**src/rtl/hilo_muldiv_seq_pkg.sv**
```systemverilog
// Shared definitions for the HI/LO multiply/divide sequencer.
// Opcodes match the decode aluop encodings one-for-one.
// Pure declarations: no latency, no backpressure.
package hilo_muldiv_seq_pkg;

  localparam int DEFAULT_WIDTH = 32;
  localparam int DEFAULT_CNT_W = 6;

  localparam logic [5:0] MULT_OP = 6'b000010;
  localparam logic [5:0] DIV_OP  = 6'b000011;
  localparam logic [5:0] MFHI_OP = 6'b000100;
  localparam logic [5:0] MFLO_OP = 6'b000101;

  typedef enum logic [1:0] {
    IDLE  = 2'd0,
    CALC  = 2'd1,
    FIXUP = 2'd2
  } state_t;

  function automatic logic is_muldiv_op(input logic [5:0] op);
    return (op == MULT_OP) || (op == DIV_OP);
  endfunction

  function automatic logic is_hilo_op(input logic [5:0] op);
    return (op == MULT_OP) || (op == DIV_OP) || (op == MFHI_OP) || (op == MFLO_OP);
  endfunction

endpackage

```
**src/rtl/hilo_muldiv_seq_step.sv**
```systemverilog
// One iteration of shift-add multiply or restoring divide on a {upper, lower} accumulator.
// Latency: purely combinational.
// Backpressure: none; the sequencer decides when the result is registered.
module hilo_muldiv_seq_step
  import hilo_muldiv_seq_pkg::*;
#(
  parameter int WIDTH = DEFAULT_WIDTH
) (
  input  logic               is_div,
  input  logic [2*WIDTH-1:0] acc,
  input  logic [WIDTH-1:0]   operand,
  output logic [WIDTH-1:0]   acc_nxt,
  output logic [WIDTH-1:0]   bits_nxt
);

  logic [WIDTH:0]   add_sum;
  logic [WIDTH:0]   rem_shift;
  logic [WIDTH-1:0] rem_sub;
  logic             rem_ge;

  always_comb begin
    add_sum   = {1'b0, acc[2*WIDTH-1:WIDTH]} + (acc[0] ? {1'b0, operand} : '0);
    rem_shift = acc[2*WIDTH-1:WIDTH-1];
    rem_ge    = rem_shift >= {1'b0, operand};
    // The difference is always below 2**WIDTH when rem_ge holds, so modular subtraction is exact.
    rem_sub   = rem_shift[WIDTH-1:0] - operand;
    if (is_div) begin
      acc_nxt  = rem_ge ? rem_sub : rem_shift[WIDTH-1:0];
      bits_nxt = {acc[WIDTH-2:0], rem_ge};
    end else begin
      acc_nxt  = add_sum[WIDTH:1];
      bits_nxt = {add_sum[0], acc[WIDTH-1:1]};
    end
  end

endmodule

```
**src/rtl/hilo_muldiv_seq.sv**
```systemverilog
// HI/LO owner: one-bit-per-cycle MULT/MULTU/DIV/DIVU plus MFHI/MFLO reads; MULDIV_EARLY_OUT_EN shortens multiplies.
// Latency: start at E0, hi/lo written and busy low after E33 (multiply may finish early with MULDIV_EARLY_OUT_EN).
// Backpressure: stall is raised combinationally for any muldiv/mf instruction presented while busy.
module hilo_muldiv_seq
  import hilo_muldiv_seq_pkg::*;
#(
  parameter int WIDTH = DEFAULT_WIDTH,
  parameter int CNT_W = DEFAULT_CNT_W
) (
  input  logic             clock,
  input  logic             reset_n,
  input  logic             start,
  input  logic [5:0]       aluop,
  input  logic             is_unsigned,
  input  logic [WIDTH-1:0] op_a,
  input  logic [WIDTH-1:0] op_b,
  output logic             busy,
  output logic             stall,
  output logic [WIDTH-1:0] result,
  output logic [WIDTH-1:0] hi,
  output logic [WIDTH-1:0] lo
);

  state_t             state, state_nxt;
  logic [CNT_W-1:0]   count;
  logic [2*WIDTH-1:0] acc;
  logic [WIDTH-1:0]   opnd;
  logic               is_div, neg_q, neg_r, b_zero;
  logic               accept, calc_done, last_iter;
  logic [WIDTH-1:0]   mag_a, mag_b;
  logic [WIDTH-1:0]   step_hi, step_lo;
  logic [2*WIDTH-1:0] prod_raw, prod_fix;
  logic [WIDTH-1:0]   fix_hi, fix_lo;

  assign mag_a = (!is_unsigned && op_a[WIDTH-1]) ? -op_a : op_a;
  assign mag_b = (!is_unsigned && op_b[WIDTH-1]) ? -op_b : op_b;

  hilo_muldiv_seq_step #(.WIDTH(WIDTH)) u_muldiv_step (
    .is_div   (is_div),
    .acc      (acc),
    .operand  (opnd),
    .acc_nxt  (step_hi),
    .bits_nxt (step_lo)
  );

  assign last_iter = (count == CNT_W'(WIDTH - 1));

`ifdef MULDIV_EARLY_OUT_EN
  logic [CNT_W-1:0] count_inc;
  assign count_inc = count + CNT_W'(1);
  // Low half holds count_inc product bits on top of the unconsumed multiplier bits.
  assign calc_done = last_iter || (!is_div && ((step_lo << count_inc) == '0));
  assign prod_raw  = acc >> (WIDTH - int'(count));
`else
  assign calc_done = last_iter;
  assign prod_raw  = acc;
`endif

  always_comb begin
    state_nxt = state;
    accept    = 1'b0;
    case (state)
      IDLE: begin
        if (start && is_muldiv_op(aluop)) begin
          accept    = 1'b1;
          state_nxt = CALC;
        end
      end
      CALC:    if (calc_done) state_nxt = FIXUP;
      FIXUP:   state_nxt = IDLE;
      default: state_nxt = IDLE;
    endcase
  end

  always_ff @(posedge clock or negedge reset_n) begin
    if (!reset_n) state <= IDLE;
    else          state <= state_nxt;
  end

  always_comb begin
    prod_fix = neg_q ? -prod_raw : prod_raw;
    fix_hi   = prod_fix[2*WIDTH-1:WIDTH];
    fix_lo   = prod_fix[WIDTH-1:0];
    if (is_div) begin
      // Divide by zero leaves |a| in the remainder, so the neg_r negation restores the raw dividend.
      fix_lo = (neg_q && !b_zero) ? -acc[WIDTH-1:0] : acc[WIDTH-1:0];
      fix_hi = neg_r ? -acc[2*WIDTH-1:WIDTH] : acc[2*WIDTH-1:WIDTH];
    end
  end

  always_ff @(posedge clock or negedge reset_n) begin
    if (!reset_n) begin
      count  <= '0;
      acc    <= '0;
      opnd   <= '0;
      is_div <= 1'b0;
      neg_q  <= 1'b0;
      neg_r  <= 1'b0;
      b_zero <= 1'b0;
      hi     <= '0;
      lo     <= '0;
    end else if (accept) begin
      is_div <= (aluop == DIV_OP);
      neg_q  <= !is_unsigned && (op_a[WIDTH-1] ^ op_b[WIDTH-1]);
      neg_r  <= !is_unsigned && op_a[WIDTH-1];
      b_zero <= (op_b == '0);
      count  <= '0;
      if (aluop == DIV_OP) begin
        acc  <= {{WIDTH{1'b0}}, mag_a};
        opnd <= mag_b;
      end else begin
        acc  <= {{WIDTH{1'b0}}, mag_b};
        opnd <= mag_a;
      end
    end else if (state == CALC) begin
      acc   <= {step_hi, step_lo};
      count <= count + CNT_W'(1);
    end else if (state == FIXUP) begin
      hi <= fix_hi;
      lo <= fix_lo;
    end
  end

  assign busy  = (state != IDLE);
  assign stall = busy && start && is_hilo_op(aluop);

  always_comb begin
    result = '0;
    if (!busy && start) begin
      if (aluop == MFHI_OP)      result = hi;
      else if (aluop == MFLO_OP) result = lo;
    end
  end

endmodule

```
**config.mk**
```make
export PLATFORM = sky130hd
export DESIGN_NAME = hilo_muldiv_seq
export DESIGN_NICKNAME = d
export VERILOG_FILES = /design/src/rtl/hilo_muldiv_seq_pkg.sv /design/src/rtl/hilo_muldiv_seq_step.sv /design/src/rtl/hilo_muldiv_seq.sv
export SDC_FILE = /design/constraint.sdc
export NUM_CORES = 1
export LEC_CHECK = 0
export ABC_CLOCK_PERIOD_IN_PS = 7000
export CAP_MARGIN = 20
export CORE_ASPECT_RATIO = 0.6
export CORE_UTILIZATION = 50
export DETAILED_ROUTE_END_ITERATION = 10
export HOLD_SLACK_MARGIN = 0.03
export PLACE_DENSITY = 0.7
export SYNTH_ARGS = -nofsm -noshare
export SYNTH_HDL_FRONTEND = slang
export SYNTH_SLANG_ARGS = --single-unit
```
**constraint.sdc**
```tcl
create_clock -name clock -period 7 [get_ports clock]
set_input_delay 1.4 -clock clock [delete_from_list [all_inputs] [get_ports clock]]
set_output_delay 1.4 -clock clock [all_outputs]
set_load 0.05 [all_outputs]
```
==> flow_summary.yaml, run 1 <==
outcome:
  outcome: "complete, no violations"
cells_and_area:
  drive_gt1_share_pct: 4.411
  layout_common_cells: "nand2_1 (216), o21ai_0 (208), nor2_1 (196)"
  diodes: 0
  register_area_um2: 4305
  multiInputGateArea_um2: 9764
  nets: 2128
  fill_cells: 2655
  fin_cells: 2370
  final_common_cell: "nand2_1"
  areaGrowthSynthToFinish_pct: 17.10
cts:
  cts_sinks: 172
  cts_tree: "done"
  cts_resized: 0
  insertion_delay_ns: 0.46
  clkTransAtPathRegs_ns: 0.07
  post_cts_buffers: 0
  clock_path_buffers: 2
  htreeDepth: 4
  cts_root_buf: "clkbuf_16"
  holdBufCountCts: 0
  numCtsBuffers: 17
yosys:
  ys_async_sr_fraction_pct: 100.0
  ys_ff_latch: 172
  yosys.area.top_type_share_pct: 29.22
  avgSynthCellArea_um2: 7.798
  ys_seq_area_share_pct: 29.22
  yosysTopAreaCell: "dfrtp_1"
  yosysWarnings: 0
  synth-edff-count: 0
  synthCells: 1889
  synth_fp_nets: 2034
  synth_ff_type: "dfrtp_1"
  synth.area.top_cells: "dfrtp_1 (29%), o21ai_0 (7.1%), xnor2_1 (6.1%)"
  synth_area_um2: 14730
  ys_types: 78
place:
  gp_congestion: 1.012
  dpl_worst_slack_ns: 1.549
  dp_cells: 2339
  portBuffers: 171
  dp_hpwl_um: 40180
setup_path:
  crit_path_start_kind: "input pin"
  worstSetupEndpoint: "result[15]"
  endpoint_kind: "output pin"
  required_ns: 5.60
  path_class: "in -> out"
  r2r_end: "acc[60]"
  critical_path.reg2reg.startpoint: "acc[0]"
  critPathLaunch: "aluop[5]"
  rr_worst_depth: 14
  ff2ff_setup_slack_ns: 2.34
  crit_fanout: 32
  crit_arrival_ns: 4.05
sta:
  slew_headroom_pct: 29.55
  finalHoldViolations: 0
  rsz0062_at_grt: "false"
  skew_ns: 0.01421
  finalCritPeriodShare_pct: 77.84
  fmax_ghz: 0.1835
  setup_ws_ns: 1.551
  period_minus_slack_ns: 5.449
  setup_violations: 0
  slew_viol_final: 0
  worstMarginPinSlew_ns: 1.055
  setup_tns_ns: 0
die:
  fp.dieH_um: 135.0
  start_util_pct: 51.10
  dieArea_um2: 30170
  fp.dieW_um: 223.6
  rows: 48
  ios: 172
  fp.coreArea_um2: 28830
hold_path:
  worstHoldPathType: "reg -> reg"
  worst_hold_startpoint: "opnd[15]"
grt:
  antenna_found_initial: 1
  grt_use_total_pct: 34.43
  grt_pass1_vias: 13053
  grt_start_max_net_pins: 127
  grt_pass1_wl_um: 78210
  gr-total-overflow: 0
pwr:
  fin_total_pwr_uw: 7740
  vdd.ir_drop.worst_uv: 383.5
  leakage_uw: 0.007380
  p_per_area_nw_per_um2: 448.7
detailed_routing:
  drc_errors: 0
  wl_per_cell_um: 21.82
  vias_per_cell: 6.136
  drt-pass1-iter-count: 7
  wirelength_um: 51720
  vias: 14543
  detail-route-antenna-nets: 0
  drtIter0Drc: 1496
job:
  cap_viol_max_count: 0
per-layer routing:
layer / share of wire (%) / track usage, % / wire [um] / vias to the layer above
met5: 0 / 0 / 0 / -
met2: 40 / 47.70 / 20560 / 674
met3: 9.8 / 7.702 / 5088 / 56
met1: 49 / 53.02 / 25190 / 6905
li1: - / - / - / 6908
met4: 1.7 / 8.828 / 884 / 0
where the power goes:
part | internal, uW | leakage, uW | total, uW | switching [uW]
clock | 581 | 0.000297 | 1030 | 451
sequential | 1340 | 0.00220 | 2030 | 687
combinational | 1820 | 0.00488 | 4680 | 2870
total | 3740 | 0.00738 | 7740 | 4000
critical path: stages:
cell             delay, ns
clkdlybuf4s50_1       0.39
or4b_2                0.73
nor2_1                0.17
nand3b_1              0.09
buf_4                 0.25
nor2_1                0.16
clkdlybuf4s50_1       0.81
worst min-delay path by stage:
stage	to	slack (ns)	cells after the start
global placement	opnd[13]	0.47	2
CTS	opnd[13]	0.49	2
detailed placement	opnd[12]	0.48	2
floorplan	count[5]	0.45	1
finish	opnd[15]	0.50	2
global route	opnd[12]	0.53	2
final cells by class:
cell class	count	share of cell area, %
clock buffers	19	2.568
clock inverters	12	1.008
flip-flops and latches	172	24.96
repair buffers	190	10.74
inverters	64	1.393
multi-input cells	1538	56.61
well taps	375	2.720
state kept, by name, summed over array words and instances, names as in the netlist:
name,count
is_div,1
opnd,32
lo,32
b_zero,1
acc,64
neg_q,1
state,2
hi,32
neg_r,1
count,6
synthesized netlist by cell type, drive strengths merged, types with 6 or more instances:
master	instances
xor2	75
mux2i	85
nand3	31
a22o	7
nor4	16
and3	15
o21ai	221
ha	69
o21bai	10
o41ai	7
nand2	216
nor2	198
inv	64
a31oi	17
or2	6
nand4	10
and2	9
o31ai	16
or3	10
a21o	32
a22oi	9
clkbuf	95
buf	20
a21oi	158
nor2b	16
nand2b	13
a211oi	16
nor3	46
o211ai	44
xnor2	103
dfrtp	172
or4	9
metrics by stage:
stage	area [um2]	hold slack, ns	util, %
floorplan	14730	0.4497	-
global placement	16630	0.4685	57.70
detailed placement	16630	0.4752	57.70
CTS	17250	0.4946	59.84
global route	17250	0.5262	59.84
finish	17250	0.4969	59.84
kinds of logic (layout without fill, tap and decap cells):
family / count (synthesis) / in the layout / share of synthesized area (%)
AOI/OAI and AO/OA: 584 / 584 / 23.68
xor gates and xnor gates: 178 / 178 / 10.58
adders and majority gates: 71 / 71 / 6.133
buffers and inverters: 179 / 285 / 4.714
DFF: 172 / 172 / 29.22
muxes: 90 / 90 / 6.158
and+or+nand+nor: 615 / 615 / 19.51
Note: power is estimated with default switching activity, not from simulation.
==> run 2, diff against run 1 <==
--- a/config.mk
+++ b/config.mk
@@ -5,13 +5,13 @@
 export SDC_FILE = /design/constraint.sdc
 export NUM_CORES = 1
 export LEC_CHECK = 0
-export ABC_CLOCK_PERIOD_IN_PS = 7000
+export ABC_CLOCK_PERIOD_IN_PS = 4500
 export CAP_MARGIN = 20
 export CORE_ASPECT_RATIO = 0.6
 export CORE_UTILIZATION = 50
 export DETAILED_ROUTE_END_ITERATION = 10
 export HOLD_SLACK_MARGIN = 0.03
-export PLACE_DENSITY = 0.7
+export PLACE_DENSITY = 0.73
 export SYNTH_ARGS = -nofsm -noshare
 export SYNTH_HDL_FRONTEND = slang
 export SYNTH_SLANG_ARGS = --single-unit
==> constraint.sdc (replaced) <==
create_clock -name clock -period 4.5 [get_ports clock]
set_input_delay 0.9 -clock clock [delete_from_list [all_inputs] [get_ports clock]]
set_output_delay 0.9 -clock clock [all_outputs]
set_load 0.05 [all_outputs]
==> flow_summary.yaml, run 2 (synthesized netlist as in run 1, its figures left out) <==
setup_path:
  endpoint_kind: "flop"
  path_cells: "ha_1 > a21o_1 > a21oi_1 > a21oi_1 > o31ai_2 > a31oi_1 > a21oi_1 > buf_4 > o21ai_4 > buf_4 > o21ai_0 > a21oi_1 > o21ai_0"
  required_ns: 4.86
  ff2ff_setup_slack_ns: 0.24
  crit_slowest_cell: "o21ai_0"
  critical_path.reg2reg.startpoint: "acc[34]"
  crit_arrival_ns: 4.61
  crit_buf_inv: 2
  crit_path_start_kind: "flop"
  rr_worst_depth: 13
  r2r_end: "acc[54]"
  crit_path_max_incr_delay_ns: 0.56
  crit_top_cell: "a21oi_1"
  crit_family: "compound AO/OA/AOI/OAI gates"
  path_class: "reg -> reg"
  crit_fanout: 22
sta:
  skew_ns: 0.01934
  finalHoldViolations: 0
  setup_tns_ns: 0
  period_minus_slack_ns: 4.256
  fmax_ghz: 0.2350
  worstMarginPinSlew_ns: 1.002
  finalCritPeriodShare_pct: 94.58
  rsz0062_at_grt: "false"
  slew_viol_final: 0
  slew_headroom_pct: 33.17
  setup_violations: 0
pwr:
  switchingPower_uw: 6346
  clockPowerShare_pct: 12.5
  vdd.ir_drop.worst_uv: 416.4
  internal_power_uw: 5874
  p_per_area_nw_per_um2: 686.2
  switching_share_pct: 51.93
  leakage_uw: 0.007692
  pwr-share-seq_pct: 24.5
  pwr-share-comb_pct: 63.0
cells_and_area:
  multiInputGateArea_um2: 9764
  layout_common_cells: "nand2_1 (216), o21ai_0 (208), nor2_1 (196)"
  largest_reg_flops: 64
  final_common_cell: "nand2_1"
  drive_gt1_share_pct: 7.548
  fill_cells: 2589
  design_area_um2: 17810
  nets: 2160
  areaGrowthSynthToFinish_pct: 20.90
  regMostFlops: "acc"
  register_area_um2: 4305
die:
  ios: 172
  fp.dieW_um: 223.6
  fp.dieH_um: 135.0
  rows: 48
  fp.coreArea_um2: 28830
  start_util_pct: 51.10
  dieArea_um2: 30170
cts:
  clkTransAtPathRegs_ns: 0.07
  cts_sinks: 172
  insertion_delay_ns: 0.46
  cts_resized: 0
  holdBufCountCts: 0
  cts_root_buf: "clkbuf_16"
  post_cts_buffers: 0
  clock_path_buffers: 2
  htreeDepth: 4
  cts_tree: "done"
  numCtsBuffers: 17
detailed_routing:
  drt-pass1-iter-count: 6
  detail-route-antenna-nets: 0
  vias_per_cell: 6.128
  drc_errors: 0
  vias: 14725
  wl_per_cell_um: 22.15
  wirelength_um: 53240
  drtIter0Drc: 1439
place:
  dpl-instance-area_um2: 17220
  dp_hpwl_um: 42190
  portBuffers: 171
  gp_congestion: 1.068
grt:
  grt_pass1_wl_um: 80550
  gr-total-overflow: 0
  antenna_found_initial: 1
  grt_use_total_pct: 35.57
  grt_pass1_vias: 13305
  grt_start_max_net_pins: 103
outcome:
  outcome: "complete, no violations"
job:
  cap_viol_max_count: 0
hold_path:
  worstHoldPathType: "in -> async"
==> run 2: worst register-to-register path, cell delays in order (launching register included) <==
cell and delay [ns]:
dfrtp_1 0.54, ha_1 0.44, a21o_1 0.21, a21oi_1 0.29, a21oi_1 0.18, o31ai_2 0.52
a31oi_1 0.30, a21oi_1 0.21, buf_4 0.17, o21ai_4 0.15, buf_4 0.30, o21ai_0 0.58
a21oi_1 0.08, o21ai_0 0.20
==> run 2: metrics by stage <==
step / worst slack (ns) / cells / util (%) / hold WS [ns] / power, uW
2_1_floorplan: 0.8084 / 1889 / - / 0.4497 / 7956
3_3_place_gp: 0.4834 / 2370 / 59.70 / 0.4665 / 10370
3_5_place_dp: 0.4753 / 2371 / 59.73 / 0.4705 / 10470
4_1_cts: 0.4453 / 2402 / 61.77 / 0.4858 / 12010
5_1_grt: 0.1212 / 2402 / 61.77 / 0.5016 / 12990
6_report: 0.2438 / 2403 / 61.78 / 0.4711 / 12220
==> run 2: final cells by class <==
class / count / share of cell area (%)
multi-input cells: 1538 / 54.83
flip-flops and latches: 172 / 24.18
repair buffers: 222 / 13.69
well taps: 375 / 2.635
clock buffers: 18 / 2.466
inverters: 64 / 1.349
clock inverters: 13 / 0.8361
diodes: 1 / 0.01405
==> run 2: power groups by stage <==
stage          clock, uW  combinational (uW)  sequential, uW
2_1_floorplan          0                4800            3160
3_3_place_gp           0                7410            2960
3_5_place_dp           0                7490            2980
4_1_cts             1530                7530            2950
5_1_grt             1590                8340            3050
6_report            1520                7700            3000
==> run 2: worst max path at each step <==
stage	from	end	slack [ns]	depth (start not counted)
5_1_grt	acc[34]	acc[54]	0.12	13
2_1_floorplan	aluop[5]	result[10]	0.81	5
6_report	acc[34]	acc[54]	0.24	13
4_1_cts	acc[38]	acc[51]	0.45	13
3_5_place_dp	acc[38]	acc[51]	0.48	13
3_3_place_gp	acc[34]	acc[54]	0.48	13
==> run 2: per-layer routing <==
layer | vias up | global-route usage, % | part of all wire [%]
li1 | 6962 | - | -
met2 | 755 | 48.53 | 39
met1 | 6926 | 52.86 | 47
met3 | 80 | 11.27 | 12
met5 | - | 0 | 0.024
met4 | 2 | 10.16 | 2.5
